===== src/rtl/codec_ctrl_pkg.sv =====
// Shared types, widths and byte-format helpers for the codec configuration sequencer.
package codec_ctrl_pkg;

  localparam int unsigned ADDR_W  = 7;
  localparam int unsigned DATA_W  = 9;
  localparam int unsigned IDX_W   = 4;
  localparam int unsigned BCNT_W  = 2;
  localparam int unsigned RETRY_W = 4;
  localparam int unsigned CNT_W   = 16;
  localparam int unsigned BYTE_W  = 8;

  // Byte counter value of the final (data low) byte of a register write.
  localparam logic [BCNT_W-1:0] LAST_BYTE    = 2'd2;
  // err_index reported when a host single write fails.
  localparam logic [IDX_W-1:0]  HOST_ERR_IDX = 4'hF;

  typedef enum logic [2:0] {
    S_IDLE,
    S_LOAD,
    S_BYTE,
    S_ACK_WAIT,
    S_GAP,
    S_DONE,
    S_ERR
  } state_t;

  // One codec register write: 7-bit register address and 9-bit value.
  typedef struct packed {
    logic [ADDR_W-1:0] addr;
    logic [DATA_W-1:0] data;
  } cfg_word_t;

  // Byte n of the three-byte write frame: device address, addr+data msb, data low.
  function automatic logic [BYTE_W-1:0] wr_byte(input logic [ADDR_W-1:0] dev,
                                                input cfg_word_t         w,
                                                input logic [BCNT_W-1:0] n);
    logic [BYTE_W-1:0] b;
    case (n)
      2'd0:    b = {dev, 1'b0};
      2'd1:    b = {w.addr, w.data[DATA_W-1]};
      default: b = w.data[BYTE_W-1:0];
    endcase
    return b;
  endfunction

endpackage


===== src/rtl/codec_cfg_rom.sv =====
// Power-up register table for the audio codec, indexed by table position.
module codec_cfg_rom
  import codec_ctrl_pkg::*;
(
  input  logic [IDX_W-1:0] idx_i,
  output cfg_word_t        word_o
);

  // Combinational lookup; unused indices read as zero.
  always_comb begin
    word_o = '0;
    case (idx_i)
      4'd0:    word_o = {7'h0F, 9'h000}; // reset
      4'd1:    word_o = {7'h06, 9'h010}; // power down control
      4'd2:    word_o = {7'h00, 9'h017}; // left line in
      4'd3:    word_o = {7'h01, 9'h017}; // right line in
      4'd4:    word_o = {7'h02, 9'h079}; // left headphone
      4'd5:    word_o = {7'h03, 9'h079}; // right headphone
      4'd6:    word_o = {7'h04, 9'h012}; // analog path
      4'd7:    word_o = {7'h05, 9'h000}; // digital path
      4'd8:    word_o = {7'h07, 9'h00A}; // digital audio interface
      4'd9:    word_o = {7'h09, 9'h001}; // activate
      default: word_o = '0;
    endcase
  end

endmodule


===== src/rtl/codec_cfg_seq.sv =====
// Codec configuration sequencer: plays the register table (or one host write)
// through an I2C byte engine, with ACK timeout, retry and inter-write gap.
module codec_cfg_seq
  import codec_ctrl_pkg::*;
#(
  parameter logic [ADDR_W-1:0] C_DEV_ADDR    = 7'h1A,
  parameter int unsigned       C_NUM_REGS    = 10,
  parameter int unsigned       C_MAX_RETRY   = 3,
  parameter logic [CNT_W-1:0]  C_ACK_TIMEOUT = 16'd1024,
  parameter logic [CNT_W-1:0]  C_GAP_CYCLES  = 16'd512
) (
  input  logic              clk,
  input  logic              rst,
  input  logic              start,
  input  logic              wr_req,
  output logic              wr_ready,
  input  logic [ADDR_W-1:0] wr_addr,
  input  logic [DATA_W-1:0] wr_data,
  output logic              busy,
  output logic              cfg_done,
  output logic              cfg_err,
  output logic [IDX_W-1:0]  err_index,
  output logic              eng_go,
  output logic              eng_rnw,
  output logic [BYTE_W-1:0] eng_wdata,
  input  logic              eng_done,
  input  logic              eng_ack
);

  state_t              state_q, state_d;
  logic [IDX_W-1:0]    idx_q, idx_d;
  logic [BCNT_W-1:0]   bcnt_q, bcnt_d;
  logic [RETRY_W-1:0]  retry_q, retry_d;
  logic [CNT_W-1:0]    tmo_q, tmo_d;
  logic [CNT_W-1:0]    gap_q, gap_d;
  logic                nack_q, nack_d;
  logic                host_q, host_d;
  cfg_word_t           word_q, word_d;
  cfg_word_t           rom_word;
  logic                busy_q, busy_d;
  logic                go_q, go_d;
  logic [BYTE_W-1:0]   wdata_q, wdata_d;
  logic                done_q, done_d;
  logic                err_q, err_d;
  logic [IDX_W-1:0]    err_idx_q, err_idx_d;

  codec_cfg_rom u_rom (
    .idx_i  (idx_q),
    .word_o (rom_word)
  );

  // Host handshake is only offered when idle and no table start competes.
  assign wr_ready  = (state_q == S_IDLE) && !start && !rst;
  assign busy      = busy_q;
  assign cfg_done  = done_q;
  assign cfg_err   = err_q;
  assign err_index = err_idx_q;
  assign eng_go    = go_q;
  assign eng_rnw   = 1'b0;
  assign eng_wdata = wdata_q;

  // Next-state and datapath decisions for the write sequencer.
  always_comb begin
    state_d   = state_q;
    idx_d     = idx_q;
    bcnt_d    = bcnt_q;
    retry_d   = retry_q;
    tmo_d     = tmo_q;
    gap_d     = gap_q;
    nack_d    = nack_q;
    host_d    = host_q;
    word_d    = word_q;
    go_d      = go_q;
    wdata_d   = wdata_q;
    done_d    = done_q;
    err_d     = err_q;
    err_idx_d = err_idx_q;

    case (state_q)
      S_IDLE: begin
        if (start) begin
          state_d = S_LOAD;
          host_d  = 1'b0;
          idx_d   = '0;
          retry_d = '0;
          done_d  = 1'b0;
          err_d   = 1'b0;
        end else if (wr_req) begin
          state_d = S_LOAD;
          host_d  = 1'b1;
          word_d  = {wr_addr, wr_data};
          retry_d = '0;
        end
      end
      S_LOAD: begin
        if (!host_q) word_d = rom_word;
        wdata_d = wr_byte(C_DEV_ADDR, word_q, 2'd0);
        bcnt_d  = '0;
        nack_d  = 1'b0;
        tmo_d   = '0;
        gap_d   = '0;
        go_d    = 1'b1;
        state_d = S_BYTE;
      end
      S_BYTE: begin
        if (eng_done) begin
          wdata_d = wr_byte(C_DEV_ADDR, word_q, BCNT_W'(bcnt_q + 2'd1));
          tmo_d   = '0;
          if (bcnt_q == LAST_BYTE || nack_q) go_d = 1'b0;
          state_d = S_ACK_WAIT;
        end
      end
      S_ACK_WAIT: begin
        if (eng_ack) begin
          if (bcnt_q != 2'd3) bcnt_d = BCNT_W'(bcnt_q + 2'd1);
          if (bcnt_q != LAST_BYTE && !nack_q) begin
            state_d = S_BYTE;
          end else begin
            go_d    = 1'b0;
            gap_d   = '0;
            state_d = S_GAP;
          end
        end else if (tmo_q >= C_ACK_TIMEOUT - CNT_W'(1)) begin
          nack_d  = 1'b1;
          go_d    = 1'b0;
          gap_d   = '0;
          state_d = S_GAP;
        end else if (tmo_q != '1) begin
          tmo_d = tmo_q + CNT_W'(1);
        end
      end
      S_GAP: begin
        go_d = 1'b0;
        if (gap_q >= C_GAP_CYCLES - CNT_W'(1)) begin
          if (nack_q) begin
            if (retry_q < RETRY_W'(C_MAX_RETRY)) begin
              retry_d = retry_q + RETRY_W'(1);
              state_d = S_LOAD;
            end else begin
              state_d = S_ERR;
            end
          end else if (host_q || idx_q == IDX_W'(C_NUM_REGS - 1)) begin
            state_d = S_DONE;
          end else begin
            idx_d   = idx_q + IDX_W'(1);
            retry_d = '0;
            state_d = S_LOAD;
          end
        end else if (gap_q != '1) begin
          gap_d = gap_q + CNT_W'(1);
        end
      end
      S_DONE: begin
        if (!host_q) done_d = 1'b1;
        state_d = S_IDLE;
      end
      S_ERR: begin
        err_d     = 1'b1;
        err_idx_d = host_q ? HOST_ERR_IDX : idx_q;
        state_d   = S_IDLE;
      end
      default: state_d = S_IDLE;
    endcase

    busy_d = (state_d != S_IDLE);
  end

  // State and output registers with synchronous reset.
  always_ff @(posedge clk) begin
    if (rst) begin
      state_q   <= S_IDLE;
      idx_q     <= '0;
      bcnt_q    <= '0;
      retry_q   <= '0;
      tmo_q     <= '0;
      gap_q     <= '0;
      nack_q    <= 1'b0;
      host_q    <= 1'b0;
      word_q    <= '0;
      busy_q    <= 1'b0;
      go_q      <= 1'b0;
      wdata_q   <= '0;
      done_q    <= 1'b0;
      err_q     <= 1'b0;
      err_idx_q <= '0;
    end else begin
      state_q   <= state_d;
      idx_q     <= idx_d;
      bcnt_q    <= bcnt_d;
      retry_q   <= retry_d;
      tmo_q     <= tmo_d;
      gap_q     <= gap_d;
      nack_q    <= nack_d;
      host_q    <= host_d;
      word_q    <= word_d;
      busy_q    <= busy_d;
      go_q      <= go_d;
      wdata_q   <= wdata_d;
      done_q    <= done_d;
      err_q     <= err_d;
      err_idx_q <= err_idx_d;
    end
  end

endmodule


===== config.mk =====
export PLATFORM = sky130hd
export DESIGN_NAME = codec_cfg_seq
export DESIGN_NICKNAME = d
export VERILOG_FILES = /design/src/rtl/codec_ctrl_pkg.sv /design/src/rtl/codec_cfg_rom.sv /design/src/rtl/codec_cfg_seq.sv
export SDC_FILE = /design/constraint.sdc
export NUM_CORES = 1
export LEC_CHECK = 0
export BUFFER_PORTS_ARGS = -buffer_cell sky130_fd_sc_hd__buf_2
export CAP_MARGIN = 30
export CORE_UTILIZATION = 35
export DETAILED_ROUTE_END_ITERATION = 12
export PLACE_DENSITY = 0.5
export SYNTH_ARGS = -nofsm -noshare
export SYNTH_HDL_FRONTEND = slang
export SYNTH_SLANG_ARGS = --single-unit

===== constraint.sdc =====
create_clock -name clk -period 3.5 [get_ports clk]
set_clock_uncertainty 0.15 [all_clocks]
set_input_delay 0.7 -clock clk [delete_from_list [all_inputs] [get_ports clk]]
set_output_delay 0.7 -clock clk [all_outputs]
set_load 0.02 [all_outputs]

==> results.ini, run 1 <==
[clock_network]
cts_sinks=89
clock_latency_ns=0.34
clk_path_buf_depth=2
post_cts_resize_count=0
cts.hold.buffers_added=0
cts_root_buf=clkbuf_16
cts_inserted_buffers=9
cts.clk_slew.worst_paths_ns=0.06
cts_setup_buffers=0
htreeDepth=3
cts_tree=yes

[die]
die_h_um=111
ios=40
start_util_pct=35.9
row_count=39
dieArea_sq_mm=0.0122
die_x_um=111
core-area_sq_mm=0.0115

[global_route]
grt_pass1_wl_um=16400
overflow=0
grt_usage_pct=16.5
grt_max_degree=34
antenna_found_initial=0
grt_pass1_vias=3372

[place]
place.detailed.hpwl_um=6850
gp_congestion=0.772
io_buffers=38

[layout]
nets=563
final_common_cell=dfxtp_1
fillCellCount=1188
diodes=0
drive_gt1_share_pct=15.3
final_cell_mix=89 x dfxtp_1, 73 x nor2_1, 53 x nand2_1
syn_to_final_growth_pct=14.9

[drt]
ant_nets=0
drt-vias-per-instance=5.12
via_count=3448
first_iter_violations=176
route.detailed.drc=0
drt_first_pass_iters=4
finalWirelength_um=9640
wl_per_cell_um=14.3

[power]
seqPwrFrac_pct=44.5
vdd_ir_drop_max_mv=0.202
p_comb_share_pct=17.0
p_leak_nw=1.87
p_switching_mw=0.744
pwr-share-clk_pct=38.5
p_int_mw=1.76
powerDensity_mw_per_mm2=529
finalPower_mw=2.51
switching_share_pct=29.7

[timing]
tns_ns=0
fmaxAchievable_mhz=353
finalCritPeriodShare_pct=80.9
rsz0062_at_grt=false
relSlewSlack_pct=58.5
post-route-min-period_ns=2.83
setup_viol=0
tightest_slew_ns=0.622
hold_slack_ns=0.276
hold_violations=0
final_max_slew_viol_count=0

[worst_setup_path]
crit_path_frequent_cell=ha_1
cp_slowest_cell=nor4_2
cp_num_buf_inv=0
start_kind=flop
critPathKind=flop to flop
cpPeakStageDelay_ns=0.46
cp_top_family=simple AND/OR/NAND/NOR gates
crit_chain=ha_1 -> nand4_1 -> o211a_1 -> nor4_2 -> mux2_2 -> ha_1 -> nor2_1 -> o31a_1
crit_fanout=8
cp_data_required_time_ns=3.58
crit_path_end_kind=flop
cp.arrival_ns=2.91
reg2reg_slack_ns=0.67

[synthesis]
seq_area_frac_synth_pct=43.2
yosysUniqueCellTypes=56
synth.top_cell.area_share_pct=43.2
netlist_area_sq_mm=0.00412
ys_ff_latch=89
synth.area.top_cells=dfxtp_1 43%, nor2_1 6.6%, nand2_1 4.8%
synth_edf_count=0
yosys.area_share.simple_pct=28.4
synth_xor_area_share_pct=2.76
synth_top_family_by_area=simple AND/OR/NAND/NOR gates
synth_compound_area_share_pct=15.3
synth_nets=532
syn-mean-instance-area_sq_um=8.33
synthMuxAreaShare_pct=1.73
async_flop_share_pct=0
synth_warnings=0
synthAdderAreaFrac_pct=4.55
synth_ff_type=dfxtp_1
synthCells=495
yosysTopAreaCell=dfxtp_1

[status]
status=finished, final reports clean

[min_path]
hp-class=flop to flop

[flow_run]
maxCapViolCount=0

==> registers in the layout (all words and copies together) (netlist names) <==
| signal | flops |
|---|---|
| nack_q | 1 |
| bcnt_q | 2 |
| eng_go | 1 |
| host_q | 1 |
| u_rom.word_o | 10 |
| state_q | 3 |
| err_index | 4 |
| gap_q | 16 |
| word_q | 16 |
| idx_q | 4 |
| tmo_q | 16 |
| cfg_err | 1 |
| cfg_done | 1 |
| eng_wdata | 8 |
| retry_q | 4 |
| busy | 1 |
==> kinds of logic after synthesis <==
logic type               count (synthesis)
AO/OA/AOI/OAI                           95
XOR/XNOR                                13
adder cells (fa/ha/maj)                 15
buffers and inverters                   41
flip-flops                              89
multiplexers                             7
other                                    1
AND/OR/NAND/NOR                        234
==> per-layer routing <==
metal | up-vias | global-route usage (%) | wire length, um | share of wire (%)
met2 | 42 | 27.2 | 4370 | 45
met5 | - | 0 | 0 | 0
met4 | 0 | 5.60 | 118 | 1.2
met1 | 1603 | 21.7 | 4890 | 51
li1 | 1790 | - | - | -
met3 | 13 | 2.96 | 260 | 2.7
==> worst paths after layout <==
path | cells after the start | to | from
max reg2reg | 8 | u_rom.word_o[9] | gap_q[0]
max | 8 | u_rom.word_o[9] | gap_q[0]
min reg2reg | 2 | retry_q[3] | retry_q[3]
min | 2 | retry_q[3] | retry_q[3]
==> synthesized netlist by cell type (all sizes together), types with 3 or more instances <==
cell type and instances:
dfxtp 89, nor2 73, nand2 53, a21oi 33, clkbuf 19, nand3 17
inv 16, nor3 16, ha 15, a311oi 13, and2 11, o21ai 11
nor4 9, a22oi 8, and3 8, or3 8, a211oi 7, nor2b 7
xnor2 7, buf 6, mux2i 6, nand2b 6, or2 6, xor2 6
nand4 5, a21o 4, o22ai 4, nand3b 3, o21a 3, o31a 3
or4 3
==> stage by stage <==
stage / instances / worst slack, ns / utilization (%) / cell area, sq um
4_1_cts: 674 / 0.650 / 41.3 / 4740
2_1_floorplan: 495 / 0.720 / - / 4120
3_3_place_gp: 658 / 0.629 / 38.7 / 4440
6_report: 674 / 0.669 / 41.3 / 4740
5_1_grt: 674 / 0.370 / 41.3 / 4740
3_5_place_dp: 658 / 0.609 / 38.7 / 4440
==> cell type report <==
cell class,count,area [sq um],share of cell area [%]
inverters,16,60.1,1.27
well taps,143,179,3.78
clock inverters,7,70.1,1.48
clock buffers,9,225,4.76
repair buffers,45,243,5.13
multi-input cells,365,2180,46.0
flip-flops and latches,89,1780,37.6
==> worst register-to-register path: stages, from the launching register on <==
cell and delay, ns:
dfxtp_1 0.37, ha_1 0.20, nand4_1 0.19, o211a_1 0.37, nor4_2 0.46, mux2_2 0.44, ha_1 0.29, nor2_1 0.04
o31a_1 0.22
==> power groups by stage <==
stage | logic (mW) | clock network (mW) | registers [mW]
floorplan | 0.309 | 0 | 1.13
global placement | 0.427 | 0 | 1.14
detailed placement | 0.428 | 0 | 1.14
CTS | 0.430 | 0.993 | 1.11
global route | 0.484 | 1.04 | 1.12
finish | 0.427 | 0.964 | 1.11
(Power assumes the default switching activity.)
==> run 2: changes to the inputs <==
clock period = 2.7 ns   (was 3.5 ns; I/O delays follow)
==> run 2 against run 1 <==
Sequential cell count did not move. Fmax rose by 12%. Critical path type unchanged. Largest cell class unchanged. Combinational power increased by 40%. Utilization rose by 1.6 points. Sequential share of layout area down 1.4 points. Cell count up 2.5%. Cell area up 3.8%. Die area unchanged. Worst hold slack gained 0.014 ns. Sequential power is 30% higher. Critical endpoint unchanged. Register-to-register slack lost 0.50 ns.
==> results.ini, run 2 (synthesis results as in run 1) <==
[clock_network]
cts.clk_slew.worst_paths_ns=0.06  ; about the same
clk_path_buf_depth=2  ; unchanged
cts.hold.buffers_added=0  ; unchanged
cts_inserted_buffers=9  ; unchanged
cts_root_buf=clkbuf_16
clock_latency_ns=0.34  ; about the same
cts_tree=yes
cts_sinks=89  ; unchanged
htreeDepth=3  ; unchanged

[worst_setup_path]
crit_chain=ha_1 -> nand4_1 -> o211a_4 -> nor4_4 -> mux2_2 -> ha_1 -> nor2_1 -> o31a_1
cp_top_family=compound AO/OA/AOI/OAI gates
start_kind=flop
cp.arrival_ns=2.61  ; -0.30 ns
critPathKind=flop to flop
crit_path_end_kind=flop
cp_data_required_time_ns=2.78  ; -0.80 ns
crit_path_frequent_cell=ha_1
crit_fanout=5  ; -3
cp_slowest_cell=mux2_2
cp_num_buf_inv=0  ; unchanged
cpPeakStageDelay_ns=0.42  ; -0.04 ns

[global_route]
grt_max_degree=51  ; +50%
overflow=0  ; unchanged
grt_usage_pct=17.0  ; +0.53 points
grt_pass1_vias=3428  ; +1.7%
use_met3_pct=4.77  ; +1.8 points
grt_pass1_wl_um=16800  ; +2.4%
grt_use_met1_pct=22.5  ; +0.73 points
antenna_found_initial=0  ; unchanged
top_usage_layer=met2
gr-usage-met2_pct=26.7  ; -0.50 points

[place]
dp.cells=674  ; +2.4%
gp_congestion=0.806  ; +4.5%
placed_cell_area_sq_mm=0.00458  ; +3.2%
io_buffers=38  ; unchanged
place.detailed.hpwl_um=7060  ; +2.9%
post-place-ws_ns=0.0545  ; -0.554 ns

[layout]
drive_gt1_share_pct=18.1  ; +2.8 points
final_cell_mix=89 x dfxtp_1, 73 x nor2_1, 53 x nand2_1
syn_to_final_growth_pct=19.2
final_common_cell=dfxtp_1
finalNonFillerCells=691  ; +2.5%
nets=580  ; +3.0%
reg_top3=gap_q x16, tmo_q x16, word_q x16
fin_area_sq_mm=0.00491  ; +3.8%
diodes=0  ; unchanged

[drt]
drt_first_pass_iters=4  ; unchanged
ant_nets=0  ; unchanged
finalWirelength_um=9670  ; +0.38%
first_iter_violations=151  ; -14%
drt-vias-per-instance=5.10  ; -0.37%
wl_per_cell_um=14.0  ; -2.1%
route.detailed.drc=0  ; unchanged
via_count=3522  ; +2.1%

[die]
die_x_um=111  ; unchanged
start_util_pct=35.9  ; unchanged
dieArea_sq_mm=0.0122  ; unchanged
core-area_sq_mm=0.0115  ; unchanged
die_h_um=111  ; unchanged
ios=40  ; unchanged
row_count=39  ; unchanged

[flow_run]
maxCapViolCount=0  ; unchanged

[timing]
hold_violations=0  ; unchanged
final_max_slew_viol_count=0  ; unchanged
setup_ws_ns=0.171  ; -0.499 ns
post-route-min-period_ns=2.53  ; -0.301 ns
tightest_slew_ns=0.593  ; -0.0288 ns
tns_ns=0  ; unchanged
fmaxAchievable_mhz=395  ; +12%
relSlewSlack_pct=60.4  ; +1.9 points
rsz0062_at_grt=false
finalCritPeriodShare_pct=93.7  ; +13 points
setup_viol=0  ; unchanged
hold_slack_ns=0.291  ; +0.0143 ns

[power]
vdd_ir_drop_max_mv=0.370  ; +83%
powerDensity_mw_per_mm2=684  ; +29%
p_leak_nw=1.96  ; +4.8%

[min_path]
hp-class=flop to flop

[status]
status=finished, final reports clean

run 2: metrics by stage:
step / utilization [%] / total power, mW
3_5_place_dp: 40.0 / 2.07
6_report: 42.9 / 3.36
2_1_floorplan: - / 1.87
4_1_cts: 42.7 / 3.41
3_3_place_gp: 40.0 / 2.06
5_1_grt: 42.9 / 3.56
run 2: timing repair:
| action | 4_1_cts | 5_1_grt |
|---|---|---|
| buffers inserted | 0 | 1 |
| resized for setup | 0 | 4 |
| endpoints found under the setup margin | 0 | 8 |
run 2: worst paths after layout:
check	start	endpoint	slack, ns	cells past startpoint
max	gap_q[0]	u_rom.word_o[9]	0.17	8
min	retry_q[3]	retry_q[3]	0.29	2
max reg2reg	gap_q[0]	u_rom.word_o[9]	0.17	8
min reg2reg	retry_q[3]	retry_q[3]	0.29	2
run 2: layout make-up:
| class | count | area [sq um] |
|---|---|---|
| inverters | 16 | 60.1 |
| well taps | 143 | 179 |
| multi-input cells | 365 | 2200 |
| clock buffers | 11 | 233 |
| repair buffers | 62 | 383 |
| clock inverters | 5 | 80.1 |
| flip-flops and latches | 89 | 1780 |
| fillers | 1168 | 6550 |
run 2: report_power, final:
part	total (mW)	switching [mW]	internal, mW
Clock	1.32	0.515	0.810
Combinational	0.596	0.384	0.212
Sequential	1.44	0.0538	1.39
Total	3.36	0.953	2.41
run 2: tightest hold or removal path: stages (launching register included):
cell and delay [ns]:
dfxtp_1 0.31, inv_1 0.05, a311oi_1 0.03
run 2: per-layer routing:
layer  part of all wire (%)  up-vias
met5                      0        -
met4                   0.72        0
met3                    3.9        6
met2                     46       56
met1                     49     1640
li1                       -     1820
==> run 3: changes to the inputs <==
BUFFER_PORTS_ARGS = default   (was -buffer_cell sky130_fd_sc_hd__buf_2)
CORE_UTILIZATION = 63   (was 35)
DONT_BUFFER_PORTS = 1   (was default)
PLACE_DENSITY = 0.77   (was 0.5)
==> run 3 against run 2 <==
Critical endpoint unchanged. Worst hold slack lost 0.20 ns. Largest power group unchanged. Die area shrank 44%. Sequential cell count is the same. Combinational power shrank 12%.
==> results.ini, run 3 (synthesis results as in run 1) <==
[drt]
ant_nets=0  ; unchanged
drt-vias-per-instance=6.00  ; +18%
wl_per_cell_um=15.4  ; +10%
finalWirelength_um=8950  ; -7.5%
drt_first_pass_iters=5  ; +1
first_iter_violations=213  ; +41%
route.detailed.drc=0  ; unchanged
via_count=3479  ; -1.2%

[worst_setup_path]
critPathKind=flop to flop
reg2reg_depth=8  ; unchanged
cp.arrival_ns=2.69  ; +0.08 ns
start_kind=flop
cp_data_required_time_ns=2.81  ; +0.03 ns
cpPeakStageDelay_ns=0.43  ; about the same
crit_chain=ha_1 -> nand4_1 -> o211a_2 -> nor4_4 -> mux2_2 -> ha_1 -> nor2_1 -> o31a_1
crit_fanout=8  ; +3
cp_slowest_cell=mux2_2
rr_startpoint=gap_q[0]
crit_path_frequent_cell=ha_1
cp_num_buf_inv=0  ; unchanged
crit_start=gap_q[0]
cp_top_family=compound AO/OA/AOI/OAI gates
reg2reg_slack_ns=0.12  ; -0.06 ns
path_depth=8  ; unchanged
crit_path_end_kind=flop

[timing]
finalCritPeriodShare_pct=95.7  ; +2.0 points
final_max_slew_viol_count=0  ; unchanged
post-route-min-period_ns=2.58  ; +0.0553 ns
hold_violations=0  ; unchanged
setup_viol=0  ; unchanged
relSlewSlack_pct=57.7  ; -2.8 points
fmaxAchievable_mhz=387  ; -2.1%
setup_ws_ns=0.115  ; -0.0553 ns
tightest_slew_ns=0.635  ; +0.0418 ns

[global_route]
overflow=0  ; unchanged
grt_pass1_wl_um=14600  ; -13%
grt_usage_pct=26.0  ; +8.9 points
grt_max_degree=54  ; +5.9%
antenna_found_initial=0  ; unchanged
grt_pass1_vias=3131  ; -8.7%

[clock_network]
cts_tree=yes
htreeDepth=3  ; unchanged
cts.clk_slew.worst_paths_ns=0.09  ; +0.03 ns
clk_path_buf_depth=2  ; unchanged
clock_latency_ns=0.36  ; +0.02 ns
cts_inserted_buffers=9  ; unchanged
cts_sinks=89  ; unchanged
cts_root_buf=clkbuf_8

[min_path]
hold_depth=1  ; -1
hold_start=rst
hp-class=input pin to flop

[layout]
diodes=0  ; unchanged
final_cell_mix=89 x dfxtp_1, 73 x nor2_1, 53 x nand2_1
syn_to_final_growth_pct=8.20
drive_gt1_share_pct=10.9  ; -7.1 points
final_common_cell=dfxtp_1
reg_top3=gap_q x16, tmo_q x16, word_q x16
nets=535  ; -7.8%
fin_area_sq_mm=0.00446  ; -9.3%

[place]
placed_cell_area_sq_mm=0.00424  ; -7.4%
gp_congestion=0.864  ; +7.1%
post-place-ws_ns=0.0555  ; +0.00101 ns
io_buffers=0  ; -100%
place.detailed.hpwl_um=6240  ; -12%

[power]
powerDensity_mw_per_mm2=654  ; -4.3%
vdd_ir_drop_max_mv=0.554  ; +50%
finalPower_mw=2.92  ; -13%
p_leak_nw=1.70  ; -13%

[die]
ios=40  ; unchanged
die_h_um=82.9  ; -25%
dieArea_sq_mm=0.00687  ; -44%
row_count=29  ; -26%
core-area_sq_mm=0.00635  ; -45%
die_x_um=82.9  ; -25%
start_util_pct=64.9  ; +29 points

[status]
status=finished, final reports clean

[flow_run]
maxCapViolCount=0  ; unchanged

==> run 3: cell types whose count changed in the layout (fill, tap and decap cells not counted), moves of 2 or more <==
cell / previous run / this run
clkbuf_16: 9 / 0
buf_4: 23 / 17
clkbuf_1: 2 / 0
clkbuf_8: 0 / 10
buf_2: 38 / 0
==> run 3: path summary, 6_finish.rpt <==
kind,to
worst min register to register,retry_q[3]
worst min-delay path,word_q[11]
worst max-delay path,u_rom.word_o[9]
worst max register to register,u_rom.word_o[9]
==> run 3: timing repair <==
item                                    in CTS  in global routing
hold buffers                                 0                  0
buffers inserted                             0                  1
endpoints found under the setup margin       0                  7
gates resized for setup                      0                  2
==> run 3: cell type report <==
cell class              instances  area, sq um
fillers                       519         1890
flip-flops and latches         89         1780
clock buffers                  10          138
repair buffers                 17          128
inverters                      16         60.1
clock inverters                 6         65.1
well taps                      77         96.3
multi-input cells             365         2190
==> run 3: worst reg2reg max path, stage by stage, from the launching register on <==
cell and delay (ns):
dfxtp_1 0.36, ha_1 0.19, nand4_1 0.13, o211a_2 0.35, nor4_4 0.34, mux2_2 0.43, ha_1 0.29, nor2_1 0.04
o31a_1 0.22
==> run 3: stage by stage <==
step	util, %	setup TNS [ns]	hold WS, ns	instances
3_5_place_dp	66.8	0	0.273	563
3_3_place_gp	66.8	0	0.269	563
6_report	70.2	0	0.0897	580
5_1_grt	70.2	-0.0189	0.0731	580
4_1_cts	70.0	0	0.0723	579
2_1_floorplan	-	0	0.259	495
==> run 3: routing by layer <==
layer | vias up | GRT usage (%) | routed length (um)
met3 | 8 | 6.26 | 506
met4 | 0 | 7.37 | 81
met2 | 98 | 42.9 | 4250
li1 | 1729 | - | -
met5 | - | 0 | 0
met1 | 1644 | 33.9 | 4120
==> run 3: report_power, final <==
group          total (mW)  switching [mW]  internal (mW)
registers            1.46          0.0771           1.38
logic               0.527           0.342          0.185
clock network       0.930           0.476          0.454
total                2.92           0.895           2.02
